==> config.mk <==
export PLATFORM = sky130hd
export DESIGN_NAME = hub75_fb_arbiter_flat
export DESIGN_NICKNAME = d
export VERILOG_FILES = /design/src/rtl/hub75_pkg.sv /design/src/rtl/hub75_fb_if.sv /design/src/rtl/hub75_rr_arb2.sv /design/src/rtl/hub75_fb_arbiter.sv /design/src/flat_wrapper.sv
export SDC_FILE = /design/constraint.sdc
export NUM_CORES = 1
export LEC_CHECK = 0
export CORE_ASPECT_RATIO = 1.1
export CORE_UTILIZATION = 43
export CTS_BUF_LIST = sky130_fd_sc_hd__clkbuf_2 sky130_fd_sc_hd__clkbuf_4 sky130_fd_sc_hd__clkbuf_8
export DETAILED_ROUTE_END_ITERATION = 6
export PLACE_DENSITY_LB_ADDON = 0.3
export SLEW_MARGIN = 40
export SYNTH_ARGS = -nofsm -noshare
export SYNTH_HDL_FRONTEND = slang
export SYNTH_SLANG_ARGS = --single-unit
==> constraint.sdc <==
create_clock -name clk -period 3.4 [get_ports clk]
set_clock_uncertainty 0.2 [all_clocks]
set_input_delay 1.02 -clock clk [delete_from_list [all_inputs] [get_ports clk]]
set_output_delay 1.02 -clock clk [all_outputs]
set_load 0.05 [all_outputs]
==> src/rtl/hub75_pkg.sv <==
// hub75_pkg
//   Shared definitions for the HUB75 frame-buffer arbiter:
//   - fb_state_t : arbiter FSM state encoding
//   - req_idx_t  : requester index (readout vs. writer), also used for the
//                  round-robin "last served" memory.
package hub75_pkg;

  typedef enum logic [1:0] {
    IDLE   = 2'd0,
    OWN_RD = 2'd1,
    OWN_WR = 2'd2,
    TURN   = 2'd3
  } fb_state_t;

  typedef enum logic {
    REQ_RD = 1'b0,
    REQ_WR = 1'b1
  } req_idx_t;

endpackage

==> src/rtl/hub75_fb_if.sv <==
// hub75_fb_if
//   Bundles the two requester handshakes, the writer access lines and the
//   muxed frame-buffer port.
//   master : requester/frame-buffer side (drives req/rel/addr/write lines,
//            observes grants, muxed port and timeout_err)
//   slave  : arbiter side
interface hub75_fb_if #(
  parameter int ADDR_WIDTH = 13,
  parameter int DATA_WIDTH = 16
);
  localparam int MASK_WIDTH = DATA_WIDTH / 4;

  logic                  rd_req;
  logic                  rd_gnt;
  logic                  rd_rel;
  logic [ADDR_WIDTH-1:0] rd_addr;

  logic                  wr_req;
  logic                  wr_gnt;
  logic                  wr_rel;
  logic [ADDR_WIDTH-1:0] wr_addr;
  logic [DATA_WIDTH-1:0] wr_data;
  logic [MASK_WIDTH-1:0] wr_mask;
  logic                  wr_ena;

  logic [ADDR_WIDTH-1:0] fb_addr;
  logic [DATA_WIDTH-1:0] fb_wr_data;
  logic [MASK_WIDTH-1:0] fb_wr_mask;
  logic                  fb_wr_ena;

  logic                  timeout_err;

  modport master (
    output rd_req, rd_rel, rd_addr,
    output wr_req, wr_rel, wr_addr, wr_data, wr_mask, wr_ena,
    input  rd_gnt, wr_gnt,
    input  fb_addr, fb_wr_data, fb_wr_mask, fb_wr_ena,
    input  timeout_err
  );

  modport slave (
    input  rd_req, rd_rel, rd_addr,
    input  wr_req, wr_rel, wr_addr, wr_data, wr_mask, wr_ena,
    output rd_gnt, wr_gnt,
    output fb_addr, fb_wr_data, fb_wr_mask, fb_wr_ena,
    output timeout_err
  );

endinterface

==> src/rtl/hub75_rr_arb2.sv <==
// hub75_rr_arb2
//   Two-way round-robin pick between the readout and writer requesters.
//   Ports:
//     req_rd, req_wr : request levels
//     last           : requester served most recently
//     valid          : at least one request present
//     pick           : chosen requester (meaningful only when valid)
module hub75_rr_arb2
  import hub75_pkg::*;
(
  input  logic     req_rd,
  input  logic     req_wr,
  input  req_idx_t last,
  output logic     valid,
  output req_idx_t pick
);

  always_comb begin
    valid = req_rd | req_wr;
    pick  = REQ_RD;
    if (req_rd && req_wr) begin
      // contention: the one not served last wins
      pick = (last == REQ_RD) ? REQ_WR : REQ_RD;
    end else if (req_wr) begin
      pick = REQ_WR;
    end
  end

endmodule

==> src/rtl/hub75_fb_arbiter.sv <==
// hub75_fb_arbiter
//   Arbitrates a single frame-buffer port between a read-only readout engine
//   and a writer. Ownership is granted with a one-cycle registered gnt pulse,
//   held until the owner pulses rel (or the hold timer expires), and always
//   followed by one dead TURN cycle.
//   Ports:
//     clk, rst_n   : clock, asynchronous active-low reset
//     bus (slave)  : requester handshakes, writer lines, muxed frame-buffer
//                    port and timeout_err pulse
//
//   state  | meaning
//   -------+-----------------------------------------------------------
//   IDLE   | nobody owns the buffer; pending requests are arbitrated
//   OWN_RD | readout engine owns the buffer (address only, no writes)
//   OWN_WR | writer owns the buffer; write lines pass through
//   TURN   | single dead cycle after a release before the next grant
module hub75_fb_arbiter
  import hub75_pkg::*;
#(
  parameter int ADDR_WIDTH = 13,
  parameter int DATA_WIDTH = 16,
  parameter int TIMEOUT    = 1024
) (
  input logic       clk,
  input logic       rst_n,
  hub75_fb_if.slave bus
);

  localparam int MASK_WIDTH = DATA_WIDTH / 4;
  localparam int CNT_W      = $clog2(TIMEOUT);
  localparam logic [CNT_W-1:0] HOLD_LAST = CNT_W'(TIMEOUT - 1);
  localparam logic [CNT_W-1:0] HOLD_ONE  = CNT_W'(1);

  fb_state_t             state_q, state_d;
  req_idx_t              last_q, last_d;
  logic                  rd_gnt_q, rd_gnt_d;
  logic                  wr_gnt_q, wr_gnt_d;
  logic                  tmo_q, tmo_d;
  logic [CNT_W-1:0]      hold_q, hold_d;
  logic [ADDR_WIDTH-1:0] addr_hold_q;
  logic [ADDR_WIDTH-1:0] fb_addr_c;
  logic                  owner_rel;
  logic                  arb_valid;
  req_idx_t              arb_pick;

  hub75_rr_arb2 u_rr (
    .req_rd (bus.rd_req),
    .req_wr (bus.wr_req),
    .last   (last_q),
    .valid  (arb_valid),
    .pick   (arb_pick)
  );

  always_ff @(posedge clk or negedge rst_n) begin
    if (!rst_n) begin
      state_q     <= IDLE;
      last_q      <= REQ_WR;  // so the readout engine wins the first contention
      rd_gnt_q    <= 1'b0;
      wr_gnt_q    <= 1'b0;
      tmo_q       <= 1'b0;
      hold_q      <= '0;
      addr_hold_q <= '0;
    end else begin
      state_q     <= state_d;
      last_q      <= last_d;
      rd_gnt_q    <= rd_gnt_d;
      wr_gnt_q    <= wr_gnt_d;
      tmo_q       <= tmo_d;
      hold_q      <= hold_d;
      addr_hold_q <= fb_addr_c;
    end
  end

  always_comb begin
    state_d   = state_q;
    last_d    = last_q;
    rd_gnt_d  = 1'b0;
    wr_gnt_d  = 1'b0;
    tmo_d     = 1'b0;
    hold_d    = hold_q;
    owner_rel = 1'b0;

    case (state_q)
      IDLE: begin
        hold_d = '0;
        if (arb_valid) begin
          last_d = arb_pick;
          if (arb_pick == REQ_RD) begin
            state_d  = OWN_RD;
            rd_gnt_d = 1'b1;
          end else begin
            state_d  = OWN_WR;
            wr_gnt_d = 1'b1;
          end
        end
      end

      OWN_RD, OWN_WR: begin
        // only the current owner can release; the other rel is ignored
        owner_rel = (state_q == OWN_RD) ? bus.rd_rel : bus.wr_rel;
        if (owner_rel) begin
          state_d = TURN;
        end else if (hold_q == HOLD_LAST) begin
          state_d = TURN;
          tmo_d   = 1'b1;
        end else begin
          hold_d = hold_q + HOLD_ONE;
        end
      end

      TURN: begin
        state_d = IDLE;
        hold_d  = '0;
      end

      default: begin
        state_d = IDLE;
      end
    endcase
  end

  // Address follows the owner combinationally so the gnt cycle already
  // presents the owner's address; otherwise the last driven value is held.
  always_comb begin
    case (state_q)
      OWN_RD:  fb_addr_c = bus.rd_addr;
      OWN_WR:  fb_addr_c = bus.wr_addr;
      default: fb_addr_c = addr_hold_q;
    endcase
  end

  // Write lines are gated on the state register only, so an asynchronous
  // reset kills fb_wr_ena in the same instant.
  assign bus.fb_addr     = fb_addr_c;
  assign bus.fb_wr_ena   = (state_q == OWN_WR) ? bus.wr_ena  : 1'b0;
  assign bus.fb_wr_data  = (state_q == OWN_WR) ? bus.wr_data : '0;
  assign bus.fb_wr_mask  = (state_q == OWN_WR) ? bus.wr_mask : {MASK_WIDTH{1'b0}};
  assign bus.rd_gnt      = rd_gnt_q;
  assign bus.wr_gnt      = wr_gnt_q;
  assign bus.timeout_err = tmo_q;

endmodule

==> src/flat_wrapper.sv <==
// flat-port wrapper written by rule: the top's interface ports become plain ports
module hub75_fb_arbiter_flat import hub75_pkg::*;
#(
  parameter int ADDR_WIDTH = 13,
  parameter int DATA_WIDTH = 16,
  parameter int TIMEOUT    = 1024
)
  (clk, rst_n, bus_rd_req, bus_rd_rel, bus_rd_addr, bus_wr_req, bus_wr_rel, bus_wr_addr, bus_wr_data, bus_wr_mask, bus_wr_ena, bus_rd_gnt, bus_wr_gnt, bus_fb_addr, bus_fb_wr_data, bus_fb_wr_mask, bus_fb_wr_ena, bus_timeout_err);
  hub75_fb_if #(.ADDR_WIDTH(ADDR_WIDTH), .DATA_WIDTH(DATA_WIDTH)) bus_i ();
  input logic clk;
  input logic rst_n;
  input wire logic [$bits(bus_i.rd_req)-1:0] bus_rd_req;
  input wire logic [$bits(bus_i.rd_rel)-1:0] bus_rd_rel;
  input wire logic [$bits(bus_i.rd_addr)-1:0] bus_rd_addr;
  input wire logic [$bits(bus_i.wr_req)-1:0] bus_wr_req;
  input wire logic [$bits(bus_i.wr_rel)-1:0] bus_wr_rel;
  input wire logic [$bits(bus_i.wr_addr)-1:0] bus_wr_addr;
  input wire logic [$bits(bus_i.wr_data)-1:0] bus_wr_data;
  input wire logic [$bits(bus_i.wr_mask)-1:0] bus_wr_mask;
  input wire logic [$bits(bus_i.wr_ena)-1:0] bus_wr_ena;
  output wire logic [$bits(bus_i.rd_gnt)-1:0] bus_rd_gnt;
  output wire logic [$bits(bus_i.wr_gnt)-1:0] bus_wr_gnt;
  output wire logic [$bits(bus_i.fb_addr)-1:0] bus_fb_addr;
  output wire logic [$bits(bus_i.fb_wr_data)-1:0] bus_fb_wr_data;
  output wire logic [$bits(bus_i.fb_wr_mask)-1:0] bus_fb_wr_mask;
  output wire logic [$bits(bus_i.fb_wr_ena)-1:0] bus_fb_wr_ena;
  output wire logic [$bits(bus_i.timeout_err)-1:0] bus_timeout_err;
  assign bus_i.rd_req = bus_rd_req;
  assign bus_i.rd_rel = bus_rd_rel;
  assign bus_i.rd_addr = bus_rd_addr;
  assign bus_i.wr_req = bus_wr_req;
  assign bus_i.wr_rel = bus_wr_rel;
  assign bus_i.wr_addr = bus_wr_addr;
  assign bus_i.wr_data = bus_wr_data;
  assign bus_i.wr_mask = bus_wr_mask;
  assign bus_i.wr_ena = bus_wr_ena;
  assign bus_rd_gnt = bus_i.rd_gnt;
  assign bus_wr_gnt = bus_i.wr_gnt;
  assign bus_fb_addr = bus_i.fb_addr;
  assign bus_fb_wr_data = bus_i.fb_wr_data;
  assign bus_fb_wr_mask = bus_i.fb_wr_mask;
  assign bus_fb_wr_ena = bus_i.fb_wr_ena;
  assign bus_timeout_err = bus_i.timeout_err;
  hub75_fb_arbiter #(.ADDR_WIDTH(ADDR_WIDTH), .DATA_WIDTH(DATA_WIDTH), .TIMEOUT(TIMEOUT)) u_core (.clk(clk), .rst_n(rst_n), .bus(bus_i));
endmodule
---- Word level (Yosys, flattened, before mapping) ----
Cells that the tools add are included.
storage, ports and cells
  register bits after elaboration ......... 29
  input port bits ......................... 53
operators by class
  add/subtract/negate cells ............... 1
  eq/ne operators ......................... 8
  multiplexer cells ....................... 25
  bitwise operators ....................... 1
  reduce and logical (&&, ||, !) cells .... 7
operators with widths
  operator                                                                  number
  13-bit case mux with 2 select lines                                       1
  10-bit 2-to-1 mux                                                         2
  10-bit case mux with 2 select lines                                       1
  16-bit 2-to-1 mux                                                         1
  1-bit 2-to-1 mux                                                          14
  10-bit by 1-bit adder with 10-bit output (second input constant)          1
  10-bit equality test (second input constant)                              1
  2-bit 2-to-1 mux                                                          4
  2-bit case mux with 3 select lines                                        1
  2-bit AND reduction                                                       3
  2-bit equality test (second input constant)                               2
  4-bit 2-to-1 mux                                                          1
  2-bit inequality test (second input constant)                             2
  2-bit OR reduction                                                        2
  3-bit by 1-bit inequality test with 1-bit output (second input constant)  1
  2-bit by 1-bit equality test with 1-bit output (second input constant)    1
  2-bit logical NOT                                                         1
  2-bit by 1-bit inequality test with 1-bit output (second input constant)  1
  1-bit logical AND                                                         1
  1-bit bitwise OR                                                          1

---- Logic depth before layout (Yosys ltp) ----
Gate-level depths: netlist (run 1).
  word-level depth ........................ 5
  depth in mapped cells ................... 7

---- By module ----
A second synthesis (run 1) with hierarchy kept.
second synthesis, totals
  cells, all modules ...................... 171
  area, all modules ....................... 1,610.3 µm²
by module, submodules not included
  module            times used  cells each  area each (µm²)  sequential area each (µm²)
  hub75_fb_arbiter  1           169         1,596.5          726.9
  hub75_rr_arb2     1           2           13.8             0.0

---- Worst setup path before layout (run 1) ----
Ideal clock, no wire load.
  path type ............................... reg2out
  start ................................... reg u_core.state_q[0]
  end ..................................... out bus_fb_addr[11]
  arrival ................................. 2,168 ps
  path slack .............................. 12 ps
  stages on the path, launching flop included .. 7
  path buffers ............................ 2
  cell sequence ........................... dfrtp_1 -> inv_1 -> ha_1 -> clkbuf_1 -> buf_1 -> nor2_1 -> a21oi_1
between the ends
  word-level cells in the longest chain between the ends .. 2
ends and longest elaborated chain
  element                                                                                line                     text
  start, declared                                                                        hub75_fb_arbiter.sv:34   fb_state_t state_q, state_d;
  start signal, assigned                                                                 hub75_fb_arbiter.sv:64   state_q <= state_d;
  2-bit equality test or 2-bit by 1-bit equality test with 1-bit output (tied branches)  hub75_fb_arbiter.sv:125  case (state_q)
  13-bit case mux with 2 select lines (*)                                                hub75_fb_arbiter.sv:125
  end, declared                                                                          flat_wrapper.sv:23       output wire logic [$bits(bus_i.fb_addr)-1:0] bus_fb_addr;
Mark *: on every way between the ends. The rest lies on a longest branch, timed or not.

---- Final worst setup path (run 1) ----
  start ................................... in bus_rd_addr[8]
  end ..................................... out bus_fb_addr[8]
between the ends
  word-level cells in the longest chain between the ends .. 1
ends and longest elaborated chain
  element                              line                     text
  start, declared                      flat_wrapper.sv:14       input wire logic [$bits(bus_i.rd_addr)-1:0] bus_rd_addr;
  13-bit case mux with 2 select lines  hub75_fb_arbiter.sv:125
Every way passes these cells.

==> metrics.csv, run 1 <==
stage;metric;value;unit
routing;viasPerCell;5.34;
clock_tree;numCtsBuffers;5;
place;hpwl;4000;um
floorplanning;die-area;3990;sq um
cells_and_area;postLayoutCellArea;3010;sq um
logic_synthesis;async_flop_share;100;%
routing;firstDrtPassIters;4;
logic_synthesis;ys_warn_count;0;
critical_path;path_delay_family;buffers and inverters;
clock_tree;hold_buffers;0;
run;cap_viol_max_count;0;
routing;drcViolationCount;0;
critical_path;arrival;2100;ps
clock_tree;insertion_delay;340;ps
routing;post_drt_wl_per_cell;17.4;um
place;place_area;2900;sq um
global_routing;globalRouteOverflowTotal;0;
floorplanning;std_cell_rows;22;
logic_synthesis;netlist_instances;170;
logic_synthesis;synth_edf_count;0;
critical_path;worstPathMaxFanout;2;
critical_path;cpPeakStageDelay;490;ps
cells_and_area;layout.nets;318;
global_routing;grtUsageTotal;29.1;%
place;dpl.cell_count;302;
critical_path;crit_end;bus_fb_addr[8];
clock_tree;cts.htree.levels;2;
clock_tree;cts_resized;1;
run_status;status;finished clean;
clock_tree;cts_tree;done;
timing;max_slew.worst_pin.slew;489;ps
global_routing;antenna_found_initial;0;
clock_tree;cts_root_buf;clkbuf_4;
floorplanning;fp.dieW;60.3;um
critical_path;r2r_end;u_core.hold_q[9];
cells_and_area;drive_gt1_share;21.8;%
critical_path;crit_buf_inv;2;
floorplanning;die_y;66.2;um
logic_synthesis;yosysSeqAreaShare;45.1;%
routing;ant_nets;0;
global_routing;grt_pass1_wl;8330;um
critical_path;worst-path-stages;4;
logic_synthesis;synth-seq-cells;29;
cells_and_area;fin_cells;310;
logic_synthesis;syn_nets;227;
clock_tree;clk_pin_slew_worst_paths;90;ps
cells_and_area;n_antenna_cell;0;
critical_path;reg2reg_depth;6;
cells_and_area;fillers;188;
critical_path;startpoint;bus_rd_addr[8];
floorplanning;num_io_pins;90;
timing;timing_hold_violations_final;0;
critical_path;startpoint_type;primary input;
critical_path;slowest_stage;clkdlybuf4s50_1;
routing;dr.first_iter.drc_count;122;
critical_path;reg2reg_slack;1280;ps
critical_path;cp-end-kind;output port;
logic_synthesis;yosys.cell_types.count;35;
logic_synthesis;syn_area;1610;sq um
place;portBuffers;89;
timing;slew_violations;0;
floorplanning;core-area;3470;sq um
timing;max_freq;301;MHz
routing;via_count;1655;
critical_path;required;2180;ps
routing;routed_wl;5390;um
clock_tree;cts_sinks;29;
timing;finalSetupViolCount;0;
clock_tree;postCtsSetupBuffers;0;
logic_synthesis;ys.flop_type;dfrtp_1;
hold_path;hp-class;reg2reg;
timing;period_share;97.7;%
floorplanning;start_util;46.4;%
global_routing;grt_pass1_vias;1675;
logic_synthesis;avgSynthCellArea;9.47;sq um
critical_path;rr_startpoint;u_core.state_q[1];
timing;layout_min_cycle_time;3320;ps
global_routing;grt_max_degree;35;
timing;max_slew_margin;67.3;%
cells_and_area;area_delta_synth_final;87.0;%
timing;rsz0062_at_grt;true;
clock_tree;cts.path.max_buffers;2;
place;globalplace.congestion;0.797;
critical_path;crit_chain;clkdlybuf4s50_1, a22oi_1, a21oi_1, buf_12;
critical_path;critical_path_class;in2out;
## cells by family after synthesis
kind of cell    synth area share [%]
compound gates                  20.4
fa+ha+maj                       3.11
flops                           45.1
xor+xnor                        1.63
buf+inv                         3.73
mux                             4.04
simple gates                    21.9
## final cells by class
type,count,area (sq um),share of cell area (%)
clock inverters,2,37.5,1.25
well taps,48,60.1,1.99
clock buffers,6,51.3,1.70
flip-flops and latches,29,727,24.1
repair buffers,93,1270,42.3
multi-input cells,127,843,28.0
inverters,5,18.8,0.623
## registers in the layout, indices dropped and copies added (netlist names)
signal / count
u_core.addr_hold_q: 13
u_core.hold_q: 10
u_core.state_q: 2
u_core.bus.rd_gnt: 1
u_core.bus.timeout_err: 1
u_core.bus.wr_gnt: 1
u_core.last_q: 1
## how the worst min path moves through the flow
stage / startpoint / end / slack [ps] / cells past startpoint
5_1_grt: u_core.last_q / u_core.bus.wr_gnt / 390 / 1
2_1_floorplan: u_core.last_q / u_core.last_q / 270 / 2
6_report: u_core.last_q / u_core.last_q / 340 / 2
3_3_place_gp: u_core.last_q / u_core.last_q / 280 / 2
4_1_cts: u_core.last_q / u_core.last_q / 340 / 2
3_5_place_dp: u_core.last_q / u_core.last_q / 320 / 2
## metal layers
layer	GRT usage [%]	up-vias	wire (um)
met4	12.2	0	119
met3	5.09	13	258
li1	-	784	-
met2	51.9	84	3060
met1	33.3	774	1950
met5	0	-	0
## stage by stage
stage	utilization [%]	hold WS (ps)	TNS [ps]	worst slack (ps)
2_1_floorplan	-	270	0	11.7
3_3_place_gp	83.7	281	0	103
3_5_place_dp	83.7	321	0	69.7
4_1_cts	86.4	335	0	40.1
5_1_grt	86.8	391	-31.0	-15.7
6_report	86.8	343	0	76.9
## worst min-delay path, delay by kind of cell (launching register included)
| kind | cells | cell delay [ps] |
|---|---|---|
| and+or+nand+nor | 1 | 50 |
| AOI/OAI and AO/OA | 1 | 90 |
| DFF | 1 | 400 |
## cells in the mapped netlist, types with 2 or more instances
cell / number / area [sq um]
and2_1: 21 / 131
and3_1: 3 / 18.8
buf_1: 2 / 7.51
ha_1: 4 / 50.1
dfrtp_1: 28 / 701
o31ai_1: 2 / 15.0
a21oi_1: 19 / 95.1
clkbuf_1: 6 / 22.5
nand3_1: 6 / 30.0
nand4_1: 3 / 18.8
xnor2_1: 2 / 17.5
nor2_1: 19 / 71.3
a22oi_1: 13 / 97.6
mux2i_1: 5 / 50.1
nand2b_1: 3 / 18.8
nand2_1: 10 / 37.5
inv_1: 5 / 18.8
o21ai_0: 2 / 10.0
## layout by cell type (no fill, tap or decap), types with 2 or more instances in the layout
cell	count
ha_1	2
clkbuf_4	5
o21ai_0	2
o31ai_1	2
nand3_1	6
a21oi_2	4
buf_4	3
ha_2	2
clkdlybuf4s50_1	55
a22oi_1	13
nand4_1	3
a21oi_1	15
xnor2_1	2
and3_1	3
nor2_1	19
inv_1	5
nand2_1	10
and2_1	21
dfrtp_1	28
buf_12	35
nand2b_1	3
mux2i_1	5
Power of run 1 is left out: the tool's default activity adds up to more than one toggle a clock period on the data nets, which glitch-free logic cannot reach.
==> inputs of run 2 (changes only) <==
Settings changed: CAP_MARGIN set to 20, CORE_ASPECT_RATIO 1.1 to not set.
==> metrics.csv, run 2 (synthesized netlist as in run 1, its figures left out) <==
stage;metric;value;unit;change
run_status;status;finished clean;;unchanged
floorplanning;die_y;63.2;um;was 66.2 um
critical_path;arrival;2140;ps;was 2100 ps
timing;fin_hold_ws;313;ps;was 343 ps
cells_and_area;largest_reg_flops;13;;unchanged
critical_path;r2r_end;u_core.hold_q[6];;was u_core.hold_q[9]
cells_and_area;top_register;u_core.addr_hold_q;;unchanged
routing;via_count;1664;;was 1655
clock_tree;hold_buffers;0;;unchanged
cells_and_area;final_cell_mix;clkdlybuf4s50_1 (55), buf_12 (34), dfrtp_1 (28);;was clkdlybuf4s50_1 (55), buf_12 (35), dfrtp_1 (28)
place;globalplace.congestion;0.859;;was 0.797
hold_path;min_to;u_core.last_q;;unchanged
floorplanning;std_cell_rows;21;;was 22
timing;finalSetupViolCount;0;;unchanged
floorplanning;die-area;3990;sq um;about the same
place;portBuffers;89;;unchanged
global_routing;antenna_found_initial;0;;unchanged
routing;viasPerCell;5.39;;was 5.34
clock_tree;cts.htree.levels;2;;unchanged
cells_and_area;n_antenna_cell;0;;unchanged
timing;fin_setup_tns;0;ps;unchanged
place;hpwl;4250;um;was 4000 um
timing;layout_min_cycle_time;3360;ps;was 3320 ps
routing;ant_nets;0;;unchanged
floorplanning;start_util;46.4;%;unchanged
cells_and_area;postLayoutCellArea;2990;sq um;was 3010 sq um
clock_tree;postCtsSetupBuffers;0;;unchanged
cells_and_area;largest_registers;u_core.addr_hold_q x13, u_core.hold_q x10, u_core.state_q x2;;unchanged
floorplanning;fp.dieW;63.2;um;was 60.3 um
routing;post_drt_wl_per_cell;17.6;um;was 17.4 um
timing;max_freq;298;MHz;was 301 MHz
clock_tree;numCtsBuffers;5;;unchanged
critical_path;worstPathMaxFanout;2;;unchanged
routing;routed_wl;5440;um;was 5390 um
hold_path;hold_depth;2;;unchanged
cells_and_area;layout_commonest_cell;clkdlybuf4s50_1;;unchanged
timing;max_slew_margin;61.6;%;was 67.3%
timing;max_slew.worst_pin.slew;576;ps;was 489 ps
global_routing;grtUsageTotal;29.7;%;was 29.1%
clock_tree;clk_pin_slew_worst_paths;60;ps;was 90 ps
global_routing;grt_pass1_vias;1746;;was 1675
place;place_area;2900;sq um;unchanged
global_routing;grt_pass1_wl;8890;um;was 8330 um
floorplanning;num_io_pins;90;;unchanged
critical_path;rr_startpoint;u_core.state_q[1];;unchanged
clock_tree;cts_resized;0;;was 1
place;dpl.cell_count;302;;unchanged
timing;slew_violations;0;;unchanged
hold_path;hp-class;reg2reg;;unchanged
cells_and_area;fin_cells;309;;was 310
clock_tree;cts.path.max_buffers;2;;unchanged
critical_path;reg2reg_slack;790;ps;was 1280 ps
floorplanning;core-area;3470;sq um;unchanged
critical_path;reg2reg_depth;7;;was 6
routing;dr.first_iter.drc_count;52;;was 122
critical_path;required;2180;ps;about the same
clock_tree;cts_sinks;29;;unchanged
cells_and_area;layout.nets;320;;was 318
clock_tree;cts_root_buf;clkbuf_8;;was clkbuf_4
cells_and_area;drive_gt1_share;19.8;%;was 21.8%
critical_path;startpoint_type;primary input;;unchanged
routing;drcViolationCount;0;;unchanged
routing;firstDrtPassIters;4;;unchanged
cells_and_area;area_delta_synth_final;85.9;%;was 87.0%
clock_tree;insertion_delay;280;ps;was 340 ps
critical_path;critical_path_class;in2out;;unchanged
timing;period_share;98.8;%;was 97.7%
clock_tree;cts_tree;done;;unchanged
run;cap_viol_max_count;0;;unchanged
timing;rsz0062_at_grt;false;;was true
global_routing;grt_max_degree;30;;was 35
timing;timing_hold_violations_final;0;;unchanged
critical_path;cp-end-kind;output port;;unchanged
global_routing;globalRouteOverflowTotal;0;;unchanged
hold_path;hp-start;u_core.last_q;;unchanged
run 2: cell count changes in the layout (fill, tap and decap cells not counted), moves of 2 or more:
cell	previous run	this run
ha_1	2	4
a21oi_2	4	0
ha_2	2	0
buf_4	3	6
clkbuf_8	1	6
a21oi_1	15	19
clkbuf_4	5	1
run 2: through the flow:
stage,setup slack (ps),utilization [%]
floorplan,11.7,-
global placement,94.7,83.7
detailed placement,43.0,83.7
CTS,44.0,86.3
global route,6.81,86.3
finish,39.9,86.3
run 2: routing by layer:
| metal | global-route usage (%) | routed length (um) | up-vias |
|---|---|---|---|
| met5 | 0 | 0 | - |
| met4 | 15.1 | 222 | 0 |
| met3 | 8.15 | 293 | 19 |
| met2 | 51.2 | 2790 | 74 |
| met1 | 33.4 | 2140 | 787 |
| li1 | - | - | 784 |
run 2: cell type report:
type | instances | area [sq um]
inverters | 5 | 18.8
clock buffers | 7 | 90.1
fillers | 173 | 475
multi-input cells | 127 | 823
flip-flops and latches | 29 | 727
well taps | 46 | 57.6
repair buffers | 95 | 1280
run 2: how the worst max path moves through the flow:
stage | from | end | slack (ps)
floorplan | u_core.state_q[0] | bus_fb_addr[11] | 10
global placement | bus_rd_addr[7] | bus_fb_addr[7] | 90
detailed placement | bus_wr_addr[3] | bus_fb_addr[3] | 40
CTS | bus_rd_addr[11] | bus_fb_addr[11] | 40
global route | u_core.state_q[1] | bus_fb_addr[5] | 7
finish | bus_wr_addr[3] | bus_fb_addr[3] | 40
run 2: worst max-delay path: stages:
cell,delay (ps)
clkdlybuf4s50_1,470
a22oi_1,80
a21oi_1,370
buf_12,190
Power of run 2 is left out for the same reason.
==> inputs of run 3 (changes only) <==
Settings changed: CORE_UTILIZATION 43 to 30.
==> metrics.csv, run 3 (synthesized netlist as in run 1, its figures left out) <==
stage;metric;value;unit;change
run_status;status;finished clean;;unchanged
critical_path;cp-end-kind;output port;;unchanged
run;cap_viol_max_count;0;;unchanged
cells_and_area;drive_gt1_share;19.8;%;unchanged
timing;max_slew.worst_pin.slew;573;ps;was 576 ps
timing;timing_hold_violations_final;0;;unchanged
critical_path;startpoint_type;primary input;;unchanged
cells_and_area;top_register;u_core.addr_hold_q;;unchanged
timing;finalSetupViolCount;0;;unchanged
routing;routed_wl;4620;um;was 5440 um
routing;via_count;1582;;was 1664
clock_tree;postCtsSetupBuffers;0;;unchanged
place;hpwl;3530;um;was 4250 um
global_routing;antenna_found_initial;0;;unchanged
routing;dr.first_iter.drc_count;34;;was 52
hold_path;hp-class;reg2reg;;unchanged
global_routing;grtUsageTotal;16.3;%;was 29.7%
place;place_area;2930;sq um;was 2900 sq um
cells_and_area;layout_commonest_cell;clkdlybuf4s50_1;;unchanged
global_routing;grt_max_degree;35;;was 30
critical_path;worstPathMaxFanout;2;;unchanged
global_routing;grt_pass1_vias;1508;;was 1746
routing;firstDrtPassIters;4;;unchanged
clock_tree;hold_buffers;0;;unchanged
routing;post_drt_wl_per_cell;13.9;um;was 17.6 um
cells_and_area;n_antenna_cell;0;;unchanged
place;portBuffers;89;;unchanged
floorplanning;core-area;5140;sq um;was 3470 sq um
clock_tree;clk_pin_slew_worst_paths;70;ps;was 60 ps
cells_and_area;postLayoutCellArea;3010;sq um;was 2990 sq um
floorplanning;num_io_pins;90;;unchanged
timing;period_share;97.4;%;was 98.8%
floorplanning;die-area;5660;sq um;was 3990 sq um
cells_and_area;largest_reg_flops;13;;unchanged
critical_path;critical_path_class;in2out;;unchanged
cells_and_area;fillers;445;;was 173
timing;rsz0062_at_grt;false;;unchanged
clock_tree;cts_resized;0;;unchanged
cells_and_area;layout.nets;319;;was 320
floorplanning;std_cell_rows;26;;was 21
clock_tree;cts_tree;done;;unchanged
clock_tree;cts_sinks;29;;unchanged
timing;fin_setup_tns;0;ps;unchanged
global_routing;globalRouteOverflowTotal;0;;unchanged
timing;max_freq;302;MHz;was 298 MHz
global_routing;grt_pass1_wl;6890;um;was 8890 um
timing;layout_min_cycle_time;3310;ps;was 3360 ps
floorplanning;fp.dieW;75.3;um;was 63.2 um
cells_and_area;final_cell_mix;clkdlybuf4s50_1 (55), buf_12 (34), dfrtp_1 (28);;unchanged
timing;max_slew_margin;61.8;%;was 61.6%
routing;ant_nets;0;;unchanged
cells_and_area;fin_util;58.6;%;was 86.3%
clock_tree;numCtsBuffers;5;;unchanged
clock_tree;cts.path.max_buffers;2;;unchanged
floorplanning;start_util;31.3;%;was 46.4%
routing;viasPerCell;4.75;;was 5.39
critical_path;arrival;2090;ps;was 2140 ps
floorplanning;die_y;75.3;um;was 63.2 um
critical_path;required;2180;ps;about the same
clock_tree;insertion_delay;280;ps;about the same
clock_tree;cts.htree.levels;2;;unchanged
routing;drcViolationCount;0;;unchanged
place;globalplace.congestion;0.751;;was 0.859
timing;slew_violations;0;;unchanged
cells_and_area;largest_registers;u_core.addr_hold_q x13, u_core.hold_q x10, u_core.state_q x2;;unchanged
cells_and_area;area_delta_synth_final;87.0;%;was 85.9%
clock_tree;cts_root_buf;clkbuf_8;;unchanged
## run 3: cell count changes in the layout (fill, tap and decap cells not counted), sizes merged
cell	change
clkinv	+2
buf	-1
clkbuf	-1
## run 3: per-stage QoR
step                hold WS (ps)  worst slack (ps)  std cells
finish                       317              89.1        333
global route                 368              16.9        333
CTS                          323              65.9        333
detailed placement           315              66.2        325
global placement             281              79.7        325
floorplan                    270              11.7        170
## run 3: cell type report
type                       instances  area [sq um]  area share (%)
multi-input combinational        127           823            27.3
clock buffer                       6          76.3            2.53
clock inverter                     2          10.0           0.332
tap                               70          87.6            2.91
inverter                           5          18.8           0.623
sequential                        29           727            24.1
timing repair buffer              94          1270            42.1
## run 3: path summary, 6_finish.rpt
| path | startpoint | to | slack [ps] | cells past startpoint |
|---|---|---|---|---|
| max | bus_rd_addr[3] | bus_fb_addr[3] | 90 | 4 |
| min | u_core.last_q | u_core.last_q | 320 | 2 |
| max reg2reg | u_core.state_q[1] | u_core.hold_q[9] | 900 | 7 |
| min reg2reg | u_core.last_q | u_core.last_q | 320 | 2 |
| max in group asynchronous | rst_n | u_core.last_q | 1760 | 2 |
| min in group asynchronous | rst_n | u_core.addr_hold_q[3] | 930 | 2 |
## run 3: metal layers
| metal | up-vias | part of all wire [%] | GRT usage [%] |
|---|---|---|---|
| met4 | 0 | 1.2 | 5.56 |
| met3 | 5 | 9.5 | 5.89 |
| met5 | - | 0 | 0 |
| met2 | 58 | 49 | 28.4 |
| li1 | 783 | - | - |
| met1 | 736 | 40 | 18.6 |
## run 3: worst max-delay path: stages
cell	delay, ps
clkdlybuf4s50_1	450
a22oi_1	80
a21oi_1	350
buf_12	180
Power of run 3 is left out for the same reason.
